## config.mk

```make
export PLATFORM = sky130hd
export DESIGN_NAME = line_draw_ctrl
export DESIGN_NICKNAME = d
export VERILOG_FILES = /design/src/rtl/line_draw_ctrl.sv
export SDC_FILE = /design/constraint.sdc
export NUM_CORES = 1
export LEC_CHECK = 0
export ABC_CLOCK_PERIOD_IN_PS = 15100
export BUFFER_PORTS_ARGS = -buffer_cell sky130_fd_sc_hd__buf_2
export CAP_MARGIN = 20
export CORE_ASPECT_RATIO = 0.8
export CORE_MARGIN = 3
export CORE_UTILIZATION = 50
export CTS_CLUSTER_DIAMETER = 50
export DETAILED_ROUTE_END_ITERATION = 16
export GPL_ROUTABILITY_DRIVEN = 1
export PLACE_DENSITY = 0.76
export SYNTH_ARGS = -nofsm -noshare
export SYNTH_HDL_FRONTEND = slang
export SYNTH_SLANG_ARGS = --single-unit
```

## constraint.sdc

```tcl
create_clock -name clk -period 15.1 [get_ports clk]
set_input_delay 0.755 -clock clk [delete_from_list [all_inputs] [get_ports clk]]
set_output_delay 0.755 -clock clk [all_outputs]
set_load 0.02 [all_outputs]
```

## src/rtl/line_draw_ctrl.sv

```systemverilog
// Bresenham line sequencer with full-screen clear arbitration, driving a single
// framebuffer write port over valid/ready handshakes.
module line_draw_ctrl #(
    parameter int W        = 11,
    parameter int COLOR_W  = 1,
    parameter int SCREEN_W = 640,
    parameter int SCREEN_H = 480
) (
    input  logic               clk,
    input  logic               reset,
    input  logic               req_valid,
    output logic               req_ready,
    input  logic [W-1:0]       x0,
    input  logic [W-1:0]       y0,
    input  logic [W-1:0]       x1,
    input  logic [W-1:0]       y1,
    input  logic [COLOR_W-1:0] req_color,
    input  logic               clear_req,
    output logic               pix_valid,
    input  logic               pix_ready,
    output logic [W-1:0]       pix_x,
    output logic [W-1:0]       pix_y,
    output logic [COLOR_W-1:0] pix_color,
    output logic               busy,
    output logic               done,
    output logic [2:0]         dbg_state
);

    // Handshakes: a transfer happens on a rising edge where valid and ready are
    // both high; a valid source holds its payload stable until that edge.

    typedef enum logic [2:0] {S_IDLE, S_SETUP, S_DRAW, S_CLEAR, S_DONE} state_t;

    localparam logic [W-1:0] X_LAST = W'(SCREEN_W - 1);
    localparam logic [W-1:0] Y_LAST = W'(SCREEN_H - 1);

    state_t              state_q, state_d;
    logic                clr_pend_q, clr_pend_d;
    logic [W-1:0]        ex0_q, ey0_q, ex1_q, ey1_q;
    logic [W-1:0]        ex0_d, ey0_d, ex1_d, ey1_d;
    logic [COLOR_W-1:0]  color_q, color_d;
    logic                steep_q, steep_d;
    logic                yneg_q, yneg_d;
    logic [W-1:0]        x_q, x_d, y_q, y_d, xb_q, xb_d;
    logic [W-1:0]        dx_q, dx_d, dy_q, dy_d;
    logic signed [W:0]   err_q, err_d;

    // Octant normalisation of the latched endpoints, consumed in SETUP.
    logic [W-1:0] adx, ady, sx0, sy0, sx1, sy1, ax, ay, bx, by, dx_c, dy_c;
    logic         steep_c, yneg_c;

    always_comb begin
        adx     = (ex1_q >= ex0_q) ? ex1_q - ex0_q : ex0_q - ex1_q;
        ady     = (ey1_q >= ey0_q) ? ey1_q - ey0_q : ey0_q - ey1_q;
        steep_c = ady > adx;
        sx0     = steep_c ? ey0_q : ex0_q;
        sy0     = steep_c ? ex0_q : ey0_q;
        sx1     = steep_c ? ey1_q : ex1_q;
        sy1     = steep_c ? ex1_q : ey1_q;
        if (sx0 > sx1) begin
            ax = sx1; ay = sy1; bx = sx0; by = sy0;
        end else begin
            ax = sx0; ay = sy0; bx = sx1; by = sy1;
        end
        dx_c   = bx - ax;
        dy_c   = (by >= ay) ? by - ay : ay - by;
        yneg_c = by < ay;
    end

    logic signed [W:0] err_n;

    always_comb begin
        state_d    = state_q;
        clr_pend_d = clr_pend_q | clear_req;
        ex0_d = ex0_q; ey0_d = ey0_q; ex1_d = ex1_q; ey1_d = ey1_q;
        color_d = color_q;
        steep_d = steep_q;
        yneg_d  = yneg_q;
        x_d = x_q; y_d = y_q; xb_d = xb_q;
        dx_d = dx_q; dy_d = dy_q;
        err_d = err_q;
        err_n = err_q;
        req_ready = 1'b0;
        pix_valid = 1'b0;
        pix_x     = '0;
        pix_y     = '0;
        pix_color = '0;
        done      = 1'b0;

        case (state_q)
            S_IDLE: begin
                req_ready = reset & ~clr_pend_q & ~clear_req;
                if (clr_pend_q || clear_req) begin
                    state_d    = S_CLEAR;
                    clr_pend_d = 1'b0;
                    x_d        = '0;
                    y_d        = '0;
                end else if (req_valid) begin
                    ex0_d = x0; ey0_d = y0; ex1_d = x1; ey1_d = y1;
                    color_d = req_color;
                    state_d = S_SETUP;
                end
            end
            S_SETUP: begin
                steep_d = steep_c;
                yneg_d  = yneg_c;
                x_d     = ax;
                y_d     = ay;
                xb_d    = bx;
                dx_d    = dx_c;
                dy_d    = dy_c;
                err_d   = {2'b00, dx_c[W-1:1]};
                state_d = S_DRAW;
            end
            S_DRAW: begin
                pix_valid = 1'b1;
                pix_x     = steep_q ? y_q : x_q;
                pix_y     = steep_q ? x_q : y_q;
                pix_color = color_q;
                if (pix_ready) begin
                    if (x_q == xb_q) begin
                        state_d = S_DONE;
                    end else begin
                        x_d   = x_q + 1'b1;
                        err_n = err_q - $signed({1'b0, dy_q});
                        if (err_n[W]) begin
                            y_d   = yneg_q ? y_q - 1'b1 : y_q + 1'b1;
                            err_n = err_n + $signed({1'b0, dx_q});
                        end
                        err_d = err_n;
                    end
                end
            end
            S_CLEAR: begin
                pix_valid = 1'b1;
                pix_x     = x_q;
                pix_y     = y_q;
                if (pix_ready) begin
                    if (x_q == X_LAST) begin
                        x_d = '0;
                        if (y_q == Y_LAST) state_d = S_DONE;
                        else               y_d = y_q + 1'b1;
                    end else begin
                        x_d = x_q + 1'b1;
                    end
                end
            end
            S_DONE: begin
                done    = 1'b1;
                state_d = S_IDLE;
            end
            default: state_d = S_IDLE;
        endcase
    end

    assign busy      = (state_q != S_IDLE);
    assign dbg_state = state_q;

    always_ff @(posedge clk or negedge reset) begin
        if (!reset) begin
            state_q    <= S_IDLE;
            clr_pend_q <= 1'b0;
            ex0_q <= '0; ey0_q <= '0; ex1_q <= '0; ey1_q <= '0;
            color_q <= '0;
            steep_q <= 1'b0;
            yneg_q  <= 1'b0;
            x_q <= '0; y_q <= '0; xb_q <= '0;
            dx_q <= '0; dy_q <= '0;
            err_q <= '0;
        end else begin
            state_q    <= state_d;
            clr_pend_q <= clr_pend_d;
            ex0_q <= ex0_d; ey0_q <= ey0_d; ex1_q <= ex1_d; ey1_q <= ey1_d;
            color_q <= color_d;
            steep_q <= steep_d;
            yneg_q  <= yneg_d;
            x_q <= x_d; y_q <= y_d; xb_q <= xb_d;
            dx_q <= dx_d; dy_q <= dy_d;
            err_q <= err_d;
        end
    end

endmodule

```

Yosys cells after proc, flatten, opt, wreduce, memory -nomap -nowiden --
Index checks and enable logic that the tools add are counted.
Storage, ports and cells: register bits after elaboration 118, bits of input ports 50, output and inout bits 30
Operators by class: $add $sub $neg 12, $lt $le $gt $ge 6, equal/unequal tests 17, mux-type cells 47, bitwise operators 6, reduce and logical (&&, ||, !) cells 11
Operator list (number):
- 2-to-1 mux 11 bit | 25
- one-hot mux 11 bit (4 select lines) | 2
- subtractor 11 bit | 7
- one-hot mux 11 bit (2 select lines) | 2
- 2-to-1 mux 12 bit | 3
- greater-or-equal comparator 11 bit | 3
- one-hot mux 12 bit (2 select lines) | 1
- adder 11 x 1 -> 11 bit (second input constant) | 2
- greater-than comparator 11 bit | 2
- 2-to-1 mux 3 bit | 7
- inequality test 2 bit (second input constant) | 9
- adder 12 bit | 1
- one-hot mux 3 bit (4 select lines) | 1
- subtractor 12 bit | 1
- equality test 11 x 10 -> 1 bit (second input constant) | 1
- equality test 11 bit | 1
- equality test 11 x 9 -> 1 bit (second input constant) | 1
- less-than comparator 11 bit | 1
- subtractor 11 x 1 -> 11 bit (second input constant) | 1
- AND reduction 8 bit | 1
- equality test 3 x 2 -> 1 bit (second input constant) | 2
- 2-to-1 mux 1 bit | 6
- AND reduction 3 bit | 2
- AND reduction 6 bit | 1
- 13 further kinds | 16

Depth between registers and ports, before layout --
Gate-level depths: netlist of run 1.
word-level depth 8, mapped depth 47, depth with buffers taken out 40

Least setup slack after synthesis of run 1 --
No wires, ideal clock.
path type register -> register, start point reg ex0_q[1], end point reg dy_q[8], library setup time 0.132 ns, arrival 9.871 ns, required time 14.968 ns, path slack 5.097 ns, cell stages (with the launch flop) 47, buffers on the path 10, cell sequence dfrtp_1 > inv_1 > ha_1 > nor2b_1 > o21ai_0 > a21o_1 > a21oi_1 > or4b_1 > a31o_2 > clkbuf_1 > a211o_1 > a32oi_1 > o2111ai_1 > o211a_1 > ha_1 > and4_1 > nand3b_1 > o211ai_1 > [11 not listed] > nand2_2 > buf_6 > clkbuf_1 > buf_1 > mux2i_1 > inv_1 > ha_1 > clkbuf_1 > nand3_1 > nor3_1 > and4_1 > nor3_1 > a21oi_1 > clkbuf_1 > mux2i_1 > a21oi_1 > o22ai_1 > o211ai_1
On the way: word-level cells in the longest chain between the ends 8, elaborated cells on any way between the ends 16, those cells by class 4 x add/sub; 4 x order compare; 8 x mux
RTL lines:
- from (decl) | line 39 | logic [W-1:0] ex0_q, ey0_q, ex1_q, ey1_q;
- from (signal assigned) | line 163 | ex0_q <= '0; ey0_q <= '0; ex1_q <= '0; ey1_q <= '0;
- from (signal assigned) | line 173 | ex0_q <= ex0_d; ey0_q <= ey0_d; ex1_q <= ex1_d; ey1_q <= ey1_d;
- subtractor 11 bit / greater-or-equal comparator 11 bit (equally long branches) | line 53 | adx = (ex1_q >= ex0_q) ? ex1_q - ex0_q : ex0_q - ex1_q;
- 2-to-1 mux 11 bit | line 53
- greater-than comparator 11 bit | line 55 | steep_c = ady > adx;
- 2-to-1 mux 11 bit (on tied branches) | line 56, 58
- greater-than comparator 11 bit | line 60 | if (sx0 > sx1) begin
- 2-to-1 mux 11 bit | line 60
- subtractor 11 bit / greater-or-equal comparator 11 bit (equally long branches) | line 66 | dy_c = (by >= ay) ? by - ay : ay - by;
- 2-to-1 mux 11 bit * | line 66
- to (signal assigned) | line 168 | dx_q <= '0; dy_q <= '0;
- to (signal assigned) | line 178 | dx_q <= dx_d; dy_q <= dy_d;
- to (decl) | line 45 | logic [W-1:0] dx_q, dx_d, dy_q, dy_d;
Every way passes the cells marked *; elsewhere a longest branch is shown, timed or not. A chain may end at the register's enable or synchronous reset.

Worst setup path after layout of run 1 --
start point reg ex0_q[1], end point reg dy_q[7]
Same word-level chain as after synthesis.

==> impl_results.md, run 1 <==
* Status: finished clean
* Post-synth top flop: dfrtp_1
* Yosys warns at 0
* GRT overflow at 0
* Number of port buffers at 79
* Initial Util at 51.64%
* Post-CTS Hold Buffers at 0
* Max Cap Violations at 0
* M2 GR Usage at 41.87%
* Die Ht at 143.3 µm
* Yosys reg bits at 118
* Initial DRC count at 1572
* CTS clk-pin slew, worst paths at 0.06 ns
* Unique masters post-synth at 83
* Critical Path Max Stage Delay at 0.61 ns
* N_diodes at 0
* Post-synth EDFFs at 0
* Mapped Nets at 1613
* Synthesized area at 11780 µm²
* Area leader, netlist: dfrtp_1
* Commonest cells after routing, fill and taps aside: 137 x nand2_1, 118 x dfrtp_1, 117 x a21oi_1, 116 x inv_1, 111 x ha_1
* Final hold vios at 0
* Post_cts resized at 0
* Synth area leaders: dfrtp_1 25%, ha_1 12%, mux2_2 5.5%
* Met1 Usage GRT at 46.09%
* Slew margin rel. at 25.15%
* Vias per cell at 6.280
* Final Cycle Share at 73.02%
* GRT Util Overall at 30.77%
* Commonest non-fill, non-tap cell in the layout: nand2_1
* Max Clk Rate at 90.69 MHz
* # H-tree levels at 4
* DP HPWL at 30530 µm
* Slowest CP cell: ha_1
* Final setup viols at 0
* Row cnt at 49
* Critical Path AT at 11.31 ns
* Final Max Slew Viols at 0
* Post-synth ARST share at 100.0%
* Number of CTS-inserted buffers at 17
* CTS tree: done
* Crit start category: flip-flop
* CP Data Required Time at 15.39 ns
* HP Class: input port to asynchronous set/reset pin
* Maximum buffer depth of the clock tree at 2
* Root Buffer: clkbuf_16
* Antenna viol nets, final at 0
* Met3 Track Usage GR at 10.31%
* Layout Skew at 0.01429 ns
* Largest net degree at the start of global routing at 78
* Register area share after synthesis at 25.07%
* Worst R2R Start: ex0_q[1]
* DR DRC count at 0
* Mapped Cells at 1444
* R2R depth at 38
* Top-area cell type share of the netlist area at 25.07%
* Clk sink count at 118
* DRT Wirelength at 39000 µm
* R2R Path End: dy_q[7]
* Via count at 11320
* Die X at 177.6 µm
* Layout net count at 1653
* Vias in the first global route at 10310
* Setup tns final at 0 ns
* Pwr dens at 218.4 nW/µm²
* Die Area at 25440 µm²
* Gr busiest metal: met1
* Crit Path Max Fanout at 77
* Worst slew pin tran at 1.123 ns
* Reg-to-reg slack, setup at 4.07 ns
* Layout cells sized above 1 at 14.43%
* Global-route wire length before repair at 59860 µm
* Setup crit end kind: flip-flop
* Crit Path Class: flip-flop to flip-flop
* 1st-pass router iterations at 6
* Layout Area Growth over Synthesis at 10.17%
* Tot Pwr at 2.834 mW
* CORE AREA at 22810 µm²
* Tmin final at 11.03 ns
* Syn_area_per_cell at 8.156 µm²
* Placer Congestion at 0.9951
* Static leakage at 6.080 nW
* Most used cell along the critical path: ha_1
* Initial antenna violation count at 0
* Total I/O pin count at 80
* Worst skew pair latency at 0.44 ns
* VDD IR max at 0.1446 mV
* Drt wl/cell at 21.63 µm
* RSZ-0062 raised after global routing: no
* Postcts setup bufs at 0
how the worst max path moves through the flow:
stage | end | depth (start not counted) | from
final | dy_q[7] | 38 | ex0_q[1]
after global routing | dy_q[7] | 38 | ex0_q[1]
after CTS | dy_q[7] | 38 | ex0_q[1]
after detailed placement | dy_q[7] | 38 | ex0_q[1]
after global placement | dy_q[7] | 38 | ey0_q[1]
after floorplan | dy_q[8] | 46 | ex0_q[1]
critical path: cells and delay by family, from the launching register on:
| family | cells | cell delay [ns] |
|---|---|---|
| XOR/XNOR | 1 | 0.14 |
| AO/OA/AOI/OAI | 16 | 3.59 |
| adder cells (fa/ha/maj) | 4 | 1.62 |
| flip-flops | 1 | 0.56 |
| AND/OR/NAND/NOR | 10 | 2.69 |
| multiplexers | 2 | 0.72 |
| buffers and inverters | 5 | 1.52 |
synth_stat cells (18+ instances only):
cell type  instances
o21ai_0           97
a22o_1            27
a211oi_1          19
mux2_2            58
dfrtp_1          118
nand2_1          139
ha_1             111
nor2_1           103
a21oi_1          117
xnor2_1           44
clkbuf_1          61
mux2i_1           37
a21o_1            45
xor2_1            18
inv_1            116
nor3_1            34
nand3_1           26
metrics by stage:
step           util (%)  setup slack (ns)  std cells  hold slack (ns)  area [µm²]
6_report          56.89             4.074       1803           0.1439       12970
5_1_grt           56.89             3.366       1803           0.1344       12970
4_1_cts           56.84             4.224       1802           0.1327       12960
3_5_place_dp      54.27             4.286       1770           0.4710       12380
3_3_place_gp      54.18             4.484       1768           0.4597       12360
2_1_floorplan         -             5.097       1444           0.4493       11780
area by class of cell:
type,instances,area [µm²]
fill,2131,9832
multi-input combinational,1137,8098
sequential,118,2953
timing repair buffer,94,520.5
clock buffer,21,460.4
inverter,116,435.4
tap,306,382.9
clock inverter,11,125.1
per-layer routing:
| metal | routed length [µm] | up-vias |
|---|---|---|
| met4 | 1041 | 0 |
| li1 | - | 5284 |
| met2 | 15310 | 562 |
| met1 | 17910 | 5394 |
| met5 | 0 | - |
| met3 | 4745 | 83 |
cell families (layout without fill, tap and decap cells):
| logic type | count (synthesis) | in the layout | share of synthesized area (%) |
|---|---|---|---|
| mux | 95 | 95 | 8.690 |
| flops | 118 | 118 | 25.07 |
| fa+ha+maj | 119 | 119 | 13.15 |
| compound gates | 452 | 452 | 25.78 |
| simple gates | 409 | 409 | 16.38 |
| xor+xnor | 62 | 62 | 4.611 |
| buf+inv | 189 | 242 | 6.310 |
power by group:
part | total (mW) | switching [mW] | leakage [nW] | internal, mW
Clock | 0.415 | 0.164 | 0.272 | 0.251
Combinational | 2.07 | 1.29 | 4.24 | 0.787
Sequential | 0.343 | 0.0195 | 1.57 | 0.324
flip-flops by register name (all words and copies together), names as in the netlist:
signal	count
ey1_q	11
ex0_q	11
xb_q	11
dy_q	11
dx_q	11
ex1_q	11
y_q	11
x_q	11
color_q	1
steep_q	1
err_q	12
yneg_q	1
clr_pend_q	1
dbg_state	3
ey0_q	11
Power figures use the tool's default switching activity.
==> run 2, diff against run 1 <==
Settings changed: ABC_CLOCK_PERIOD_IN_PS 15100 to 9000, PLACE_DENSITY 0.76 to 0.79.
Clock period 15.1 ns to 9 ns, I/O delays scaled along.
==> run 2 against run 1 <==
Effect of this change: core utilization grew 3.1 points; register-to-register slack got worse by 3.7 ns; count of clock-buffer cells in the layout down 4; cell count rose by 3.8%; combinational power increased by 95%; sequential power rose by 66%; final area grew 5.5%; global-route usage fell by 0.16 points; maximum frequency up 28%; non-clock buffer count rose by 69; critical path depth decreased by 2; clock skew is 0.0031 ns lower; critical endpoint is now dy_q[8]; largest power group unchanged.
==> impl_results.md, run 2 (synthesis results as in run 1) <==
* Row cnt at 49
* Initial Util at 51.64%
* Clk sink count at 118
* VDD IR max at 0.3449 mV
* Global-route wire length before repair at 60820 µm
* Largest net degree at the start of global routing at 56
* Commonest cells after routing, fill and taps aside: 137 x nand2_1, 116 x inv_1, 116 x dfrtp_1, 111 x a21oi_1, 106 x ha_1
* Vias in the first global route at 10880
* # H-tree levels at 4
* Crit Path Max Fanout at 24
* Critical Path AT at 8.94 ns
* Setup crit end kind: flip-flop
* Slew margin rel. at 31.35%
* DP HPWL at 30810 µm
* Pwr dens at 385.7 nW/µm²
* Combinational Power Share at 76.3%
* Final non-filler cell area at 13690 µm²
* Top Layer Used: met4
* Via count at 11720
* Die Area at 25440 µm²
* Die X at 177.6 µm
* HP Class: input port to flip-flop
* Crit start category: flip-flop
* Max Cap Violations at 0
* Post-DP Area at 12840 µm²
* 1st-pass router iterations at 6
* GRT overflow at 0
* P_sw at 2.656 mW
* Initial antenna violation count at 0
* CORE AREA at 22810 µm²
* Met2 WL at 16050 µm
* Most used cell along the critical path: ha_1
* M1 WL at 17720 µm
* Clk network pwr share at 12.9%
* Layout Skew at 0.01115 ns
* Layout cells sized above 1 at 19.94%
* Total I/O pin count at 80
* Worst path top cell family by delay: compound AO/OA/AOI/OAI gates
* CTS tree: done
* Biggest register: err_q
* CP Data Required Time at 9.35 ns
* Status: finished clean
* DR DRC count at 0
* Die Ht at 143.3 µm
* CTS clk-pin slew, worst paths at 0.07 ns
* DRT Wirelength at 39050 µm
* Tot Pwr at 5.281 mW
* Antenna viol nets, final at 0
* Root Buffer: clkbuf_16
* Crit Path Class: flip-flop to flip-flop
* Maximum buffer depth of the clock tree at 2
* Number of CTS-inserted buffers at 17
* Worst skew pair latency at 0.44 ns
* Number of port buffers at 79
* Layout net count at 1722
* Final setup viols at 0
* Vias per cell at 6.266
* Final Cycle Share at 95.48%
* Worst slew pin tran at 1.030 ns
* Initial DRC count at 1683
* Total internal power at 2.624 mW
* Layout Area Growth over Synthesis at 16.25%
* Max reg flops at 12
* Commonest non-fill, non-tap cell in the layout: nand2_1
* Static leakage at 6.460 nW
* GRT Util Overall at 30.62%
* Buf+Inv Stages, Crit Path at 6
* Critical Path Max Stage Delay at 0.51 ns
* Switching share of power at 50.30%
* Part of the power in registers at 10.8%
* Tmin final at 8.593 ns
* Final hold vios at 0
* N_diodes at 0
* Max Clk Rate at 116.4 MHz
* Met3 wire len at 4449 µm
* Final Max Slew Viols at 0
* Drt wl/cell at 20.87 µm
* Placer Congestion at 1.014
* Slowest CP cell: or4b_1
## run 2: cell count changes in the layout (fill, tap and decap cells not counted), moves of 5 or more
cell / change
ha_1: -5
a21oi_1: -6
buf_4: +65
o21ai_0: -6
a21oi_2: +6
mux2i_1: -5
## run 2: final timing paths
| kind | start | to | slack (ns) | cells after the start |
|---|---|---|---|---|
| max | ex0_q[7] | dy_q[8] | 0.41 | 36 |
| min | y1[0] | ey1_q[0] | 0.24 | 2 |
| max reg2reg | ex0_q[7] | dy_q[8] | 0.41 | 36 |
| min reg2reg | dy_q[10] | dy_q[10] | 0.49 | 2 |
| max in group asynchronous | reset | ex1_q[1] | 7.50 | 3 |
| min in group asynchronous | reset | ex1_q[2] | 0.45 | 2 |
## run 2: metrics by stage
stage	utilization, %	setup WS, ns	setup TNS, ns	hold WS, ns	cells
after CTS	58.90	0.08975	0	0.2268	1858
after global routing	60.03	-0.01360	-0.01360	0.2342	1871
after global placement	56.32	0.4403	0	0.3578	1826
after floorplan	-	0.01352	0	0.1544	1444
final	60.03	0.4071	0	0.2378	1871
after detailed placement	56.32	0.1243	0	0.3665	1826
## run 2: power groups by stage
stage | logic [mW] | clock network, mW | registers (mW)
floorplan | 2.68 | 0 | 0.568
global placement | 3.66 | 0 | 0.575
detailed placement | 3.69 | 0 | 0.576
CTS | 3.72 | 0.688 | 0.567
global route | 4.33 | 0.715 | 0.569
finish | 4.03 | 0.682 | 0.568
## run 2: repair_timing
action / CTS / global route
hold buffers: 1 / 0
gates resized for setup: 0 / 34
hold endpoints to repair: 18 / 0
endpoints found under the setup margin: 0 / 14
buffers inserted: 0 / 10
## run 2: worst register-to-register path, delay by kind of cell (launching register included)
family                   cells  cell delay (ns)
AO/OA/AOI/OAI               15             3.40
XOR/XNOR                     1             0.31
adder cells (fa/ha/maj)      4             1.38
buffers and inverters        6             0.96
flip-flops                   1             0.42
multiplexers                 2             0.49
AND/OR/NAND/NOR              8             1.56
## run 2: per-layer routing
layer / vias to the layer above / GRT usage (%)
met4: 0 / 7.187
met5: - / 0
li1: 5418 / -
met2: 658 / 43.93
met1: 5569 / 45.63
met3: 78 / 8.293
## run 2: final cells by class
type                       instances  area, µm²
fill                            2063       9115
tap                              306      382.9
sequential                       118       2955
timing repair buffer             163       1107
multi-input combinational       1137       8233
clock inverter                    14      152.6
clock buffer                      17      425.4
inverter                         116      435.4
